`src/rtl/seven_seg_pkg.sv`:
```
// Shared constants and the digit-code to segment-glyph mapping for the
// seven-segment scanner. Glyphs are active-low, ordered a..g (index 0 = a).
package seven_seg_pkg;

    localparam logic [3:0] CODE_MINUS = 4'd10;
    localparam logic [3:0] CODE_BLANK = 4'd15;

    localparam logic [0:6] SEG_OFF   = 7'b1111111;
    localparam logic [0:6] SEG_MINUS = 7'b1111110;

    // Translate a 4-bit digit code into its active-low a..g pattern.
    // Codes 11..15 fall through to the all-off glyph.
    function automatic logic [0:6] seg_decode(input logic [3:0] code);
        logic [0:6] seg;
        case (code)
            4'd0:       seg = 7'b0000001;
            4'd1:       seg = 7'b1001111;
            4'd2:       seg = 7'b0010010;
            4'd3:       seg = 7'b0000110;
            4'd4:       seg = 7'b1001100;
            4'd5:       seg = 7'b0100100;
            4'd6:       seg = 7'b0100000;
            4'd7:       seg = 7'b0001111;
            4'd8:       seg = 7'b0000000;
            4'd9:       seg = 7'b0000100;
            CODE_MINUS: seg = SEG_MINUS;
            default:    seg = SEG_OFF;
        endcase
        return seg;
    endfunction

endpackage

```
`src/rtl/seven_seg_scanner_if.sv`:
```
// Frame-load / brightness bus and display pins of the seven-segment scanner.
// The master drives frame data and brightness; the slave is the scanner.
interface seven_seg_scanner_if #(
    parameter int NUM_DIGITS = 4,
    parameter int BRIGHT_W   = 3
);
    logic                    load;
    logic [4*NUM_DIGITS-1:0] digits_in;
    logic [NUM_DIGITS-1:0]   dp_in;
    logic                    blank_lead;
    logic [BRIGHT_W-1:0]     brightness;

    logic [0:6]              segments;
    logic                    dp_n;
    logic [NUM_DIGITS-1:0]   anode_active;
    logic                    frame_done;

    modport master (
        output load, digits_in, dp_in, blank_lead, brightness,
        input  segments, dp_n, anode_active, frame_done
    );

    modport slave (
        input  load, digits_in, dp_in, blank_lead, brightness,
        output segments, dp_n, anode_active, frame_done
    );
endinterface

```
`src/rtl/seven_seg_decode.sv`:
```
// Combinational code-to-segments decoder used on the currently scanned digit.
module seven_seg_decode
    import seven_seg_pkg::*;
(
    input  logic [3:0] code,
    output logic [0:6] seg
);

    assign seg = seg_decode(code);

endmodule

```
`src/rtl/seven_seg_scanner.sv`:
```
// Time-multiplexed common-anode seven-segment driver. A shadow frame is
// loaded at any time and copied into the displayed frame only at a frame
// boundary, so a frame is never shown half old / half new. Leading-zero
// blanking is resolved once at commit time; brightness is a PWM window
// inside each digit slot, with p = 0 kept dark as a ghosting guard.
module seven_seg_scanner
    import seven_seg_pkg::*;
#(
    parameter int NUM_DIGITS  = 4,
    parameter int REFRESH_DIV = 100000,
    parameter int BRIGHT_W    = 3
) (
    input  logic               clk,
    input  logic               rst_n,
    seven_seg_scanner_if.slave bus
);

    localparam int P_W   = (REFRESH_DIV > 1) ? $clog2(REFRESH_DIV) : 1;
    localparam int IDX_W = $clog2(NUM_DIGITS);
    localparam int ON_W  = P_W + 1;

    localparam logic [P_W-1:0]   P_LAST   = P_W'(REFRESH_DIV - 1);
    localparam logic [IDX_W-1:0] IDX_LAST = IDX_W'(NUM_DIGITS - 1);
    localparam logic [ON_W-1:0]  ON_STEP  = ON_W'(REFRESH_DIV >> BRIGHT_W);

    // Scan counters
    logic [P_W-1:0]   p_r;
    logic [IDX_W-1:0] idx_r;
    logic             p_wrap_s;
    logic             boundary_s;

    // Shadow and committed frames
    logic [NUM_DIGITS-1:0][3:0] shadow_codes_r;
    logic [NUM_DIGITS-1:0]      shadow_dp_r;
    logic                       shadow_blank_r;
    logic                       pending_r;
    logic [NUM_DIGITS-1:0][3:0] commit_codes_r;
    logic [NUM_DIGITS-1:0]      commit_dp_r;
    logic [NUM_DIGITS-1:0]      commit_mask_r;

    // Commit source selection
    logic [NUM_DIGITS-1:0][3:0] sel_codes_s;
    logic [NUM_DIGITS-1:0]      sel_dp_s;
    logic                       sel_blank_s;
    logic                       do_commit_s;

    // Per-slot datapath
    logic [ON_W-1:0]       bright_plus_s;
    logic [ON_W-1:0]       on_cycles_s;
    logic [3:0]            dec_code_s;
    logic [0:6]            dec_seg_s;
    logic [NUM_DIGITS-1:0] anode_next_s;

    // Output registers
    logic [0:6]            seg_r;
    logic                  dp_n_r;
    logic [NUM_DIGITS-1:0] anode_r;

    // Blank every code-0 digit from the top down until the first non-zero
    // code; digit 0 is always left visible.
    function automatic logic [NUM_DIGITS-1:0] lead_mask(
        input logic [NUM_DIGITS-1:0][3:0] codes,
        input logic                       enable
    );
        logic [NUM_DIGITS-1:0] mask;
        logic                  zero_run;
        mask     = {NUM_DIGITS{1'b0}};
        zero_run = enable;
        for (int k = NUM_DIGITS - 1; k >= 1; k--) begin
            zero_run = zero_run & (codes[k] == 4'd0);
            mask[k]  = zero_run;
        end
        return mask;
    endfunction

    assign p_wrap_s   = (p_r == P_LAST);
    assign boundary_s = p_wrap_s && (idx_r == IDX_LAST);

    // Advance the prescaler every cycle and the digit index on prescaler wrap.
    always_ff @(posedge clk or negedge rst_n) begin
        if (!rst_n) begin
            p_r   <= {P_W{1'b0}};
            idx_r <= {IDX_W{1'b0}};
        end else if (p_wrap_s) begin
            p_r   <= {P_W{1'b0}};
            idx_r <= (idx_r == IDX_LAST) ? {IDX_W{1'b0}} : idx_r + IDX_W'(1);
        end else begin
            p_r   <= p_r + P_W'(1);
            idx_r <= idx_r;
        end
    end

    // Capture a new frame into the shadow on every load strobe.
    always_ff @(posedge clk or negedge rst_n) begin
        if (!rst_n) begin
            shadow_codes_r <= {NUM_DIGITS{CODE_BLANK}};
            shadow_dp_r    <= {NUM_DIGITS{1'b0}};
            shadow_blank_r <= 1'b0;
        end else if (bus.load) begin
            shadow_codes_r <= bus.digits_in;
            shadow_dp_r    <= bus.dp_in;
            shadow_blank_r <= bus.blank_lead;
        end else begin
            shadow_codes_r <= shadow_codes_r;
            shadow_dp_r    <= shadow_dp_r;
            shadow_blank_r <= shadow_blank_r;
        end
    end

    // Track whether the shadow holds data not yet shown; a load landing on
    // the boundary is committed directly and so never leaves it pending.
    always_ff @(posedge clk or negedge rst_n) begin
        if (!rst_n) begin
            pending_r <= 1'b0;
        end else if (boundary_s) begin
            pending_r <= 1'b0;
        end else if (bus.load) begin
            pending_r <= 1'b1;
        end else begin
            pending_r <= pending_r;
        end
    end

    // Choose what the boundary commits: live inputs bypass the shadow when
    // a load coincides with the boundary, otherwise the pending shadow.
    always_comb begin
        sel_codes_s = shadow_codes_r;
        sel_dp_s    = shadow_dp_r;
        sel_blank_s = shadow_blank_r;
        do_commit_s = 1'b0;
        if (boundary_s && bus.load) begin
            sel_codes_s = bus.digits_in;
            sel_dp_s    = bus.dp_in;
            sel_blank_s = bus.blank_lead;
            do_commit_s = 1'b1;
        end else if (boundary_s && pending_r) begin
            do_commit_s = 1'b1;
        end else begin
            do_commit_s = 1'b0;
        end
    end

    // Update the displayed frame and its blank mask at the frame boundary.
    always_ff @(posedge clk or negedge rst_n) begin
        if (!rst_n) begin
            commit_codes_r <= {NUM_DIGITS{CODE_BLANK}};
            commit_dp_r    <= {NUM_DIGITS{1'b0}};
            commit_mask_r  <= {NUM_DIGITS{1'b0}};
        end else if (do_commit_s) begin
            commit_codes_r <= sel_codes_s;
            commit_dp_r    <= sel_dp_s;
            commit_mask_r  <= lead_mask(sel_codes_s, sel_blank_s);
        end else begin
            commit_codes_r <= commit_codes_r;
            commit_dp_r    <= commit_dp_r;
            commit_mask_r  <= commit_mask_r;
        end
    end

    // Pick the scanned digit's code (forced blank if masked) and compute
    // the anode pattern for the PWM window 1 <= p < on_cycles.
    always_comb begin
        dec_code_s    = commit_codes_r[idx_r];
        bright_plus_s = ON_W'(bus.brightness) + ON_W'(1);
        on_cycles_s   = bright_plus_s * ON_STEP;
        anode_next_s  = {NUM_DIGITS{1'b1}};
        if (commit_mask_r[idx_r]) begin
            dec_code_s = CODE_BLANK;
        end else begin
            dec_code_s = commit_codes_r[idx_r];
        end
        if ((p_r != {P_W{1'b0}}) && ({1'b0, p_r} < on_cycles_s)) begin
            anode_next_s = ~(NUM_DIGITS'(1) << idx_r);
        end else begin
            anode_next_s = {NUM_DIGITS{1'b1}};
        end
    end

    seven_seg_decode u_decode (
        .code (dec_code_s),
        .seg  (dec_seg_s)
    );

    // Register the pin values one cycle after the p/idx that select them.
    always_ff @(posedge clk or negedge rst_n) begin
        if (!rst_n) begin
            seg_r   <= SEG_OFF;
            dp_n_r  <= 1'b1;
            anode_r <= {NUM_DIGITS{1'b1}};
        end else begin
            seg_r   <= dec_seg_s;
            dp_n_r  <= ~commit_dp_r[idx_r];
            anode_r <= anode_next_s;
        end
    end

    assign bus.segments     = seg_r;
    assign bus.dp_n         = dp_n_r;
    assign bus.anode_active = anode_r;
    assign bus.frame_done   = boundary_s;

endmodule

```
`src/flat_wrapper.sv`:
```
// flat-port wrapper written by rule: the top's interface ports become plain ports
module seven_seg_scanner_flat import seven_seg_pkg::*;
#(
    parameter int NUM_DIGITS  = 4,
    parameter int REFRESH_DIV = 100000,
    parameter int BRIGHT_W    = 3
)
  (clk, rst_n, bus_load, bus_digits_in, bus_dp_in, bus_blank_lead, bus_brightness, bus_segments, bus_dp_n, bus_anode_active, bus_frame_done);
  seven_seg_scanner_if #(.NUM_DIGITS(NUM_DIGITS), .BRIGHT_W(BRIGHT_W)) bus_i ();
  input  logic clk;
  input  logic rst_n;
  input wire logic [$bits(bus_i.load)-1:0] bus_load;
  input wire logic [$bits(bus_i.digits_in)-1:0] bus_digits_in;
  input wire logic [$bits(bus_i.dp_in)-1:0] bus_dp_in;
  input wire logic [$bits(bus_i.blank_lead)-1:0] bus_blank_lead;
  input wire logic [$bits(bus_i.brightness)-1:0] bus_brightness;
  output wire logic [$bits(bus_i.segments)-1:0] bus_segments;
  output wire logic [$bits(bus_i.dp_n)-1:0] bus_dp_n;
  output wire logic [$bits(bus_i.anode_active)-1:0] bus_anode_active;
  output wire logic [$bits(bus_i.frame_done)-1:0] bus_frame_done;
  assign bus_i.load = bus_load;
  assign bus_i.digits_in = bus_digits_in;
  assign bus_i.dp_in = bus_dp_in;
  assign bus_i.blank_lead = bus_blank_lead;
  assign bus_i.brightness = bus_brightness;
  assign bus_segments = bus_i.segments;
  assign bus_dp_n = bus_i.dp_n;
  assign bus_anode_active = bus_i.anode_active;
  assign bus_frame_done = bus_i.frame_done;
  seven_seg_scanner #(.NUM_DIGITS(NUM_DIGITS), .REFRESH_DIV(REFRESH_DIV), .BRIGHT_W(BRIGHT_W)) u_core (.clk(clk), .rst_n(rst_n), .bus(bus_i));
endmodule
```
`config.mk`:
```
export PLATFORM = sky130hd
export DESIGN_NAME = seven_seg_scanner_flat
export DESIGN_NICKNAME = d
export VERILOG_FILES = /design/src/rtl/seven_seg_pkg.sv /design/src/rtl/seven_seg_scanner_if.sv /design/src/rtl/seven_seg_decode.sv /design/src/rtl/seven_seg_scanner.sv /design/src/flat_wrapper.sv
export SDC_FILE = /design/constraint.sdc
export NUM_CORES = 1
export LEC_CHECK = 0
export ABC_AREA = 1
export CAP_MARGIN = 20
export CORE_ASPECT_RATIO = 1.5
export CORE_UTILIZATION = 60
export CTS_BUF_LIST = sky130_fd_sc_hd__clkbuf_8
export CTS_CLUSTER_DIAMETER = 40
export CTS_CLUSTER_SIZE = 24
export DETAILED_ROUTE_END_ITERATION = 10
export DONT_BUFFER_PORTS = 1
export HOLD_SLACK_MARGIN = 0.15
export PLACE_DENSITY = 0.78
export SETUP_SLACK_MARGIN = 0.3
export SLEW_MARGIN = 20
export SYNTH_ARGS = -nofsm -noshare
export SYNTH_HDL_FRONTEND = slang
export SYNTH_SLANG_ARGS = --single-unit
export TNS_END_PERCENT = 10
```
`constraint.sdc`:
```
create_clock -name clk -period 1.9 [get_ports clk]
set_input_delay 0.19 -clock clk [delete_from_list [all_inputs] [get_ports clk]]
set_output_delay 0.19 -clock clk [all_outputs]
set_load 0.1 [all_outputs]
```
==> metrics.md, run 1 <==
| Metric | Value |
|---|---|
| Max VDD drop | `838 uV` |
| Nets@finish | `780` |
| Vias post-DR | `4,610` |
| Most frequent cells in the layout | `157 x nand2_1, 74 x inv_1, 63 x buf_4, 44 x dfstp_2, 42 x dlygate4sd3_1` |
| Critical path launch point type | `input port` |
| Clk buf depth | `2` |
| Initial antenna violation count | `0` |
| Slew Limit Fails | `0` |
| Largest net degree at the start of global routing | `77` |
| Sequential area share after synthesis | `41.0%` |
| Failing checks | `hold timing, setup timing` |
| Worst r2r path cells | `13` |
| Die W | `74.8 um` |
| Post-Synth Simple-Gate Area | `26.4%` |
| Area of the core | `7660 sq um` |
| Vias in the first global route | `4,750` |
| Final setup viols | `7` |
| Area Growth Syn to Fin | `32.8%` |
| Post-synthesis adder-cell area fraction | `12.0%` |
| Overall routing resource usage | `37.4%` |
| Internal power | `2.73 mW` |
| Share of flip-flops with an asynchronous set or reset | `100%` |
| Grt ovf | `0` |
| Combinational share of power | `20.4%` |
| RePlAce Congestion | `0.930` |
| Sw frac | `27.0%` |
| Sequential cell area | `1960 sq um` |
| Mapped Nets | `672` |
| Largest family of logic cells by synthesized area | `simple AND/OR/NAND/NOR gates` |
| Rel. slew slack | `65.9%` |
| Fraction of layout cells with a size suffix above 1 | `28.9%` |
| Mapped Cells | `600` |
| Post-detail-place hpwl | `8.88 mm` |
| H-tree depth | `3` |
| Clk pwr share | `34.1%` |
| Post-synth EDFFs | `0` |
| RR Startpoint | `u_core.p_r[0]` |
| Fin worst setup slack | `-0.986 ns` |
| Switch Pwr | `1.01 mW` |
| #FFs+latches synth | `76` |
| Status | `finished, violations left` |
| Post-route clock period utilization | `152%` |
| Synthesized area | `4770 sq um` |
| Die area | `8320 sq um` |
| Synth warn | `0` |
| Leak | `3.06 nW` |
| Most common cell after layout, fill and taps aside | `nand2_1` |
| PwrDens | `590 nW/um^2` |
| CTS tree | `yes` |
| Worst Path Required | `2.20 ns` |
| Core Rows | `39` |
| Min-Delay Path Class | `in -> async` |
| Worst-skew pair later-pin latency | `0.37 ns` |
| RSZ-0062 raised after global routing | `true` |
| WS Path Type | `in -> reg` |
| Clock sink total | `76` |
| Fin crit period | `2.89 ns` |
| Drt wl/cell | `17.6 um` |
| Initial Util | `62.3%` |
| Via/cell ratio | `5.66` |
| Yosys cell types | `43` |
| Hold Vio Cnt, Final | `76` |
| Layout filler cell count | `468` |
| Worst-margin pin slew | `0.513 ns` |
| Drt first pass iters | `8` |
| Clk_skew | `0.0172 ns` |
| Hold_buf cts | `43` |
| Peak Freq | `0.347 GHz` |
| Routed WL | `14.4 mm` |
| Pwr Total | `3.74 mW` |
| WHS | `-0.478 ns` |
| Top FF cell, synth | `dfstp_2` |
| Sequential share of power | `45.5%` |
| Iteration-0 DRC Markers | `247` |
| Post-Synth XOR/XNOR Area | `2.02%` |
| Die Height | `111 um` |
| Crit-path max FO | `6` |
| Critical Path Sink Type | `register` |
| Synth Area per Inst | `7.95 sq um` |
| Critical Path AT | `3.18 ns` |
| Final core utilization | `82.7%` |
| Num CTS Buffers | `9` |
| First-pass GRT wire length | `22.9 mm` |
| Clock transition at the registers of the reported paths | `0.09 ns` |
| Reg2reg setup slack | `-0.14 ns` |
| Post-route ant nets | `0` |
| Area occupied by multi-input gates | `2720 sq um` |
| Maxcap violations | `0` |
| Port Buffers | `0` |
| Compound-Gate Fraction of Synth Area | `10.6%` |
| Ant diodes | `0` |
| Clock root buffer | `clkbuf_8` |
| Reg-to-Reg End | `u_core.commit_mask_r[1]` |
| # DRC | `0` |
| Mux cell area share after synthesis | `0%` |
| Io pins | `40` |
-- cells by family after synthesis --
| group | Yosys count |
|---|---|
| AO/OA/AOI/OAI | 92 |
| XOR/XNOR | 11 |
| adder cells (fa/ha/maj) | 45 |
| buffers and inverters | 100 |
| flip-flops | 76 |
| AND/OR/NAND/NOR | 276 |
-- power by group through the flow --
stage          Sequential [mW]  Combinational [mW]  Clock (mW)
2_1_floorplan             1.72               0.398           0
3_3_place_gp              1.72               0.536           0
3_5_place_dp              1.72               0.562           0
4_1_cts                   1.69               0.699        1.28
5_1_grt                   1.70               0.836        1.34
6_report                  1.70               0.763        1.28
-- flip-flops by register name (all words and copies together), names as in the netlist --
register and flops:
u_core.shadow_blank_r 1, u_core.bus.segments 7, u_core.p_r 17, u_core.bus.dp_n 1, u_core.commit_codes_r 16, u_core.bus.anode_active 4, u_core.pending_r 1, u_core.commit_dp_r 4
u_core.shadow_codes_r 16, u_core.idx_r 2, u_core.shadow_dp_r 4, u_core.commit_mask_r 3
-- area by class of cell --
class / instances / area share, %
Multi-Input combinational cell: 424 / 43.0
Sequential cell: 76 / 30.9
Timing Repair Buffer: 111 / 15.6
Inverter: 86 / 5.27
Clock buffer: 11 / 2.39
Tap cell: 102 / 2.01
Clock inverter: 5 / 0.810
-- synthesized netlist by cell type (2+ instances only) --
cell	instances	area, sq um
nand2_2	4	25.0
xor2_1	6	52.6
xnor2_1	5	43.8
nor2_8	2	40.0
o211ai_1	3	22.5
nor2_1	35	131
o21ai_0	42	210
nor2_4	2	22.5
ha_1	44	551
nand4_1	11	68.8
clkbuf_1	10	37.5
inv_1	79	297
nor3_1	9	45.0
nor2_2	5	31.3
dfrtp_1	32	801
nor4_1	4	25.0
buf_2	4	20.0
dfstp_2	44	1160
inv_2	5	18.8
nor3_2	2	20.0
a21oi_1	22	110
nand3b_1	7	52.6
nand2_4	2	22.5
a211oi_1	2	15.0
nand3_1	31	155
o21ai_1	12	60.1
nand2_1	159	597
o21ai_2	2	17.5
-- timing repair --
action	in CTS	in global routing
endpoints found under the hold margin	120	76
setup buffers	6	3
gates resized for setup	17	36
setup endpoints to repair	40	45
pin swaps	5	18
-- how the worst max path moves through the flow --
| stage | from | to | slack (ns) | depth (start not counted) |
|---|---|---|---|---|
| global placement | bus_brightness[0] | u_core.bus.anode_active[0] | -1.07 | 20 |
| global route | bus_brightness[0] | u_core.bus.anode_active[1] | -1.13 | 19 |
| floorplan | bus_brightness[0] | u_core.bus.anode_active[0] | -1.04 | 20 |
| detailed placement | bus_brightness[0] | u_core.bus.anode_active[0] | -1.21 | 19 |
| CTS | bus_brightness[0] | u_core.bus.anode_active[0] | -0.76 | 20 |
| finish | bus_brightness[0] | u_core.bus.anode_active[0] | -0.99 | 18 |
-- worst max-delay path, cell delays in order --
cell        delay, ns
clkinvlp_4       0.11
ha_4             0.31
ha_4             0.13
inv_2            0.04
fa_1             0.49
inv_2            0.11
buf_4            0.12
a31o_4           0.18
a21oi_1          0.07
o21ai_0          0.24
nand3_1          0.14
xor2_1           0.17
ha_1             0.27
nand2_1          0.06
inv_2            0.06
nand3_2          0.08
nand3b_1         0.26
nand3_1          0.14
-- metal layers --
metal | share of wire (%) | up-vias | track usage (%)
li1 | - | 2167 | -
met4 | 6.2 | 0 | 22.4
met5 | 0 | - | 0
met1 | 35 | 2165 | 39.0
met2 | 54 | 197 | 65.7
met3 | 5.0 | 81 | 7.82
-- metrics by stage --
step	instance area (sq um)	worst slack (ns)	cells	setup TNS, ns	hold WS (ns)
floorplan	4910	-1.04	600	-4.59	-0.106
global route	6340	-1.13	815	-5.36	-0.503
finish	6340	-0.986	815	-4.23	-0.478
global placement	5440	-1.07	747	-4.24	-0.104
detailed placement	5440	-1.21	747	-4.85	-0.103
CTS	6200	-0.762	812	-3.27	-0.506
Power figures use the tool's default switching activity.
==> inputs of run 2 (changes only) <==
==> constraint.sdc (replaced) <==
create_clock -name clk -period 2.33 [get_ports clk]
set_input_delay 0.233 -clock clk [delete_from_list [all_inputs] [get_ports clk]]
set_output_delay 0.233 -clock clk [all_outputs]
set_load 0.1 [all_outputs]
==> metrics.md, run 2 (same netlist as run 1, synthesis figures left out) <==
| Metric | Value |
|---|---|
| CP Cell Sequence | `clkinvlp_4, ha_4, buf_4, ha_4, ha_4, ha_4, nand2_1, nand3_2, nand2_2, nand2_2, xor2_1, ha_1, a21oi_2, nor2_2, a211oi_2, nor2_1, nor2_2, nand3_1` |
| Reg2reg setup slack | `0.42 ns` |
| RSZ-0062 raised after global routing | `true` |
| Core Rows | `39` |
| Placed cells | `723` |
| Largest register FFs | `17` |
| H-tree depth | `3` |
| Die W | `74.8 um` |
| Area of the core | `7660 sq um` |
| Via/cell ratio | `5.52` |
| Area Growth Syn to Fin | `23.1%` |
| Critical Path AT | `3.03 ns` |
| Fin worst setup slack | `-0.428 ns` |
| Worst-skew pair later-pin latency | `0.36 ns` |
| Post-DP Area | `5220 sq um` |
| Crit path from | `bus_brightness[0]` |
| Slew Limit Fails | `0` |
| Most common cell after layout, fill and taps aside | `nand2_1` |
| Min-delay src | `bus_load` |
| Worst r2r path cells | `9` |
| Slowest-stage cell, CP | `ha_1` |
| Vias post-DR | `4,236` |
| Clock sink total | `76` |
| WHS | `0.159 ns` |
| Grt ovf | `0` |
| Peak Freq | `0.363 GHz` |
| Vias in the first global route | `4,184` |
| PwrDens | `478 nW/um^2` |
| CTS tree | `yes` |
| Clock transition at the registers of the reported paths | `0.07 ns` |
| Post-detail-place hpwl | `8.57 mm` |
| Num CTS Buffers | `9` |
| Most frequent cells in the layout | `155 x nand2_1, 76 x inv_1, 44 x dfstp_2, 40 x o21ai_0, 36 x buf_4` |
| Final core utilization | `76.7%` |
| Ant diodes | `0` |
| Iteration-0 DRC Markers | `192` |
| RePlAce Congestion | `0.930` |
| Die Height | `111 um` |
| # DRC | `0` |
| Largest regs | `u_core.p_r x17, u_core.commit_codes_r x16, u_core.shadow_codes_r x16` |
| Sequential cell area | `1960 sq um` |
| First-pass GRT wire length | `18.8 mm` |
| Initial Util | `62.3%` |
| CP max stage delay | `0.32 ns` |
| Maxcap violations | `0` |
| Non-Filler Instances | `767` |
| Rel. slew slack | `66.0%` |
| Layout filler cell count | `547` |
| RR Startpoint | `u_core.idx_r[0]` |
| Final setup viols | `4` |
| Clk buf depth | `2` |
| Final instance area | `5870 sq um` |
| Drt wl/cell | `15.2 um` |
| Worst-margin pin slew | `0.512 ns` |
| Critical path's most frequent cell | `ha_4` |
| Overall routing resource usage | `30.4%` |
| Port Buffers | `0` |
| Leak | `2.83 nW` |
| CP Capture Point | `u_core.bus.anode_active[0]` |
| Fin crit period | `2.76 ns` |
| Clock root buffer | `clkbuf_8` |
| Failing checks | `setup timing` |
| Reg-to-Reg End | `u_core.bus.segments[3]` |
| Crit-path max FO | `6` |
| Biggest register | `u_core.p_r` |
| Post-route ant nets | `0` |
| Critical path launch point type | `input port` |
| Fraction of layout cells with a size suffix above 1 | `25.0%` |
| Post-route clock period utilization | `118%` |
| Hold Vio Cnt, Final | `0` |
| Status | `finished, violations left` |
| Pwr Total | `2.81 mW` |
| WS Path Type | `in -> reg` |
| Initial antenna violation count | `0` |
| Die area | `8320 sq um` |
| Max VDD drop | `524 uV` |
| Min-Delay Path Class | `in -> reg` |
| Io pins | `40` |
| Critical Path Sink Type | `register` |
| Nets@finish | `732` |
| Worst Path Required | `2.60 ns` |
| Drt first pass iters | `4` |
| Routed WL | `11.7 mm` |
| Clk_skew | `0.0158 ns` |
| Largest net degree at the start of global routing | `77` |
| Area occupied by multi-input gates | `2720 sq um` |
[run 2: cell type report]
type                    count  share of cell area, %
multi-input cells         424                   46.3
well taps                 102                   2.17
flip-flops and latches     76                   33.3
inverters                  86                   5.71
clock buffers               9                   2.11
repair buffers             63                   9.84
clock inverters             7                  0.511
[run 2: layer usage]
layer / global-route usage (%) / share of wire (%) / routed length, um / vias up
li1: - / - / - / 2064
met1: 31.5 / 36 / 4210 / 2016
met2: 54.6 / 56 / 6510 / 115
met3: 4.55 / 3.2 / 377 / 41
met4: 18.5 / 5.1 / 594 / 0
met5: 0 / 0 / 0 / -
[run 2: per-stage QoR]
step	setup TNS [ns]	setup WS [ns]
5_1_grt	-2.33	-0.597
6_report	-1.69	-0.428
2_1_floorplan	-2.69	-0.677
3_3_place_gp	-2.76	-0.692
3_5_place_dp	-3.22	-0.807
4_1_cts	-1.56	-0.394
[run 2: worst max-delay path: cells and delay by family]
kind                       cells  cell delay (ns)
adders and majority gates      5             1.32
and+or+nand+nor                8             0.74
AOI/OAI and AO/OA              2             0.31
buffers and inverters          2             0.26
xor gates and xnor gates       1             0.15
[run 2: what timing repair did]
item / CTS / global route
setup endpoints to repair: 10 / 12
gates resized for setup: 16 / 30
buffers inserted: 0 / 2
pin swaps: 4 / 15
hold endpoints to repair: 113 / 0
hold buffers: 26 / 0
[run 2: worst min path at each step]
stage	to	slack [ns]	cells after the start
after floorplan	u_core.commit_dp_r[0]	-0.06	0
after global placement	u_core.commit_mask_r[3]	-0.06	0
after detailed placement	u_core.commit_mask_r[3]	-0.06	0
after CTS	u_core.shadow_codes_r[9]	0.15	2
after global routing	u_core.shadow_codes_r[7]	0.17	2
final	u_core.shadow_codes_r[15]	0.16	3
[run 2: power by group]
part / internal, mW / total (mW) / switching [mW] / leakage (nW)
sequential: 1.37 / 1.38 / 0.0103 / 0.850
combinational: 0.285 / 0.593 / 0.308 / 1.88
clock: 0.365 / 0.830 / 0.465 / 0.0977
total: 2.02 / 2.81 / 0.783 / 2.83
==> inputs of run 3 (changes only) <==
--- a/config.mk
+++ b/config.mk
@@ -17,6 +17,7 @@
 export HOLD_SLACK_MARGIN = 0.15
 export PLACE_DENSITY = 0.78
 export SETUP_SLACK_MARGIN = 0.3
+export SKIP_CTS_REPAIR_TIMING = 1
 export SLEW_MARGIN = 20
 export SYNTH_ARGS = -nofsm -noshare
 export SYNTH_HDL_FRONTEND = slang
==> metrics.md, run 3 (same netlist as run 1, synthesis figures left out) <==
| Metric | Value |
|---|---|
| Status | `finished, violations left` |
| Failing checks | `setup timing` |
| Port Buffers | `0` |
| Peak Freq | `0.359 GHz` |
| Clock transition at the registers of the reported paths | `0.07 ns` |
| Largest regs | `u_core.p_r x17, u_core.commit_codes_r x16, u_core.shadow_codes_r x16` |
| Worst Path Required | `2.60 ns` |
| Crit-path max FO | `6` |
| Final setup viols | `4` |
| Post-route clock period utilization | `120%` |
| Die Height | `111 um` |
| Worst-margin pin slew | `0.511 ns` |
| Fraction of layout cells with a size suffix above 1 | `24.5%` |
| CTS tree | `yes` |
| Drt wl/cell | `15.4 um` |
| Final core utilization | `76.0%` |
| Die W | `74.8 um` |
| Nets@finish | `731` |
| Combinational share of power | `21.2%` |
| Critical path launch point type | `input port` |
| Worst-skew pair later-pin latency | `0.36 ns` |
| Io pins | `40` |
| Clk buf depth | `2` |
| Num CTS Buffers | `9` |
| Internal power | `2.02 mW` |
| Fin worst setup slack | `-0.455 ns` |
| Area occupied by multi-input gates | `2690 sq um` |
| Post-route ant nets | `0` |
| PwrDens | `481 nW/um^2` |
| Grt ovf | `0` |
| # DRC | `0` |
| Critical Path Sink Type | `register` |
| RSZ-0062 raised after global routing | `true` |
| Most frequent cells in the layout | `155 x nand2_1, 78 x inv_1, 44 x dfstp_2, 42 x o21ai_0, 37 x buf_4` |
| Largest net degree at the start of global routing | `77` |
| Sw frac | `27.8%` |
| Via/cell ratio | `5.54` |
| Hold Path Depth | `3` |
| Worst r2r path cells | `11` |
| Initial antenna violation count | `0` |
| Clock root buffer | `clkbuf_8` |
| Maxcap violations | `0` |
| Leak | `2.83 nW` |
| Switch Pwr | `0.779 mW` |
| Rel. slew slack | `66.0%` |
| Initial Util | `62.3%` |
| Drt first pass iters | `5` |
| Area of the core | `7660 sq um` |
| Sequential share of power | `49.4%` |
| TNS Setup | `-1.79 ns` |
| H-tree depth | `3` |
| Biggest register | `u_core.p_r` |
| Post-detail-place hpwl | `8.57 mm` |
| Routed WL | `11.8 mm` |
| Area Growth Syn to Fin | `22.0%` |
| Max VDD drop | `532 uV` |
| Die area | `8320 sq um` |
| Hold Vio Cnt, Final | `0` |
| Pwr Total | `2.80 mW` |
| Iteration-0 DRC Markers | `231` |
| Clk_skew | `0.0123 ns` |
| WS Path Type | `in -> reg` |
| Largest register FFs | `17` |
| Layout filler cell count | `559` |
| Min-Delay Path Class | `in -> reg` |
| Ant diodes | `0` |
| Vias in the first global route | `4,027` |
| Core Rows | `39` |
| Fin crit period | `2.78 ns` |
| Sequential cell area | `1960 sq um` |
| Slew Limit Fails | `0` |
| Most common cell after layout, fill and taps aside | `nand2_1` |
| Vias post-DR | `4,242` |
| Overall routing resource usage | `29.3%` |
| RePlAce Congestion | `0.930` |
| First-pass GRT wire length | `18.2 mm` |
| Critical Path AT | `3.05 ns` |
| Clk pwr share | `29.4%` |
| Clock sink total | `76` |
[run 3: cell types whose count changed in the layout (fill, tap and decap cells not counted), sizes merged]
cell	previous run	this run
dlygate4sd3	24	22
inv	86	87
clkinv	6	5
buf	39	40
[run 3: per-stage QoR]
stage	hold slack, ns	worst slack (ns)	cell area, sq um	instances
3_3_place_gp	-0.0606	-0.692	5220	723
5_1_grt	0.157	-0.601	5820	766
4_1_cts	-0.450	-0.442	5380	739
6_report	0.144	-0.455	5820	766
2_1_floorplan	-0.0626	-0.677	4890	600
3_5_place_dp	-0.0606	-0.807	5220	723
[run 3: worst paths after layout]
kind / slack [ns] / from / to
worst max-delay path: -0.45 / bus_brightness[0] / u_core.bus.anode_active[0]
worst min-delay path: 0.14 / bus_load / u_core.commit_codes_r[13]
worst max register to register: 0.18 / u_core.idx_r[0] / u_core.bus.segments[3]
worst min register to register: 0.46 / u_core.shadow_codes_r[15] / u_core.shadow_codes_r[15]
max in group asynchronous: 1.57 / rst_n / u_core.shadow_codes_r[3]
min in group asynchronous: 0.41 / rst_n / u_core.commit_mask_r[2]
[run 3: power groups by stage]
stage,Clock (mW),Sequential (mW),Combinational [mW]
after CTS,0.846,1.38,0.465
after floorplan,0,1.40,0.317
final,0.824,1.38,0.593
after global routing,0.896,1.38,0.651
after detailed placement,0,1.40,0.461
after global placement,0,1.40,0.434
[run 3: metal layers]
| layer | part of all wire (%) | track usage, % |
|---|---|---|
| met2 | 55 | 51.9 |
| met4 | 5.7 | 18.0 |
| met5 | 0 | 0 |
| met3 | 3.7 | 4.91 |
| met1 | 36 | 30.7 |
[run 3: final cells by class]
type	instances	share of cell area [%]
Clock inverter	7	0.516
Tap cell	102	2.19
Inverter	86	5.63
Multi-Input combinational cell	424	46.2
Clock buffer	9	2.13
Timing Repair Buffer	62	9.72
Sequential cell	76	33.6
[run 3: critical path: stages]
cell and delay, ns:
ha_2 0.18, xnor2_2 0.24, inv_2 0.12, ha_4 0.27
ha_4 0.24, ha_4 0.25, nand2_1 0.08, nand3_2 0.09
buf_4 0.15, xnor2_1 0.23, ha_1 0.32, nand4_1 0.11
a21oi_1 0.04, nand3b_1 0.21, nand3b_1 0.19, nand3_1 0.10
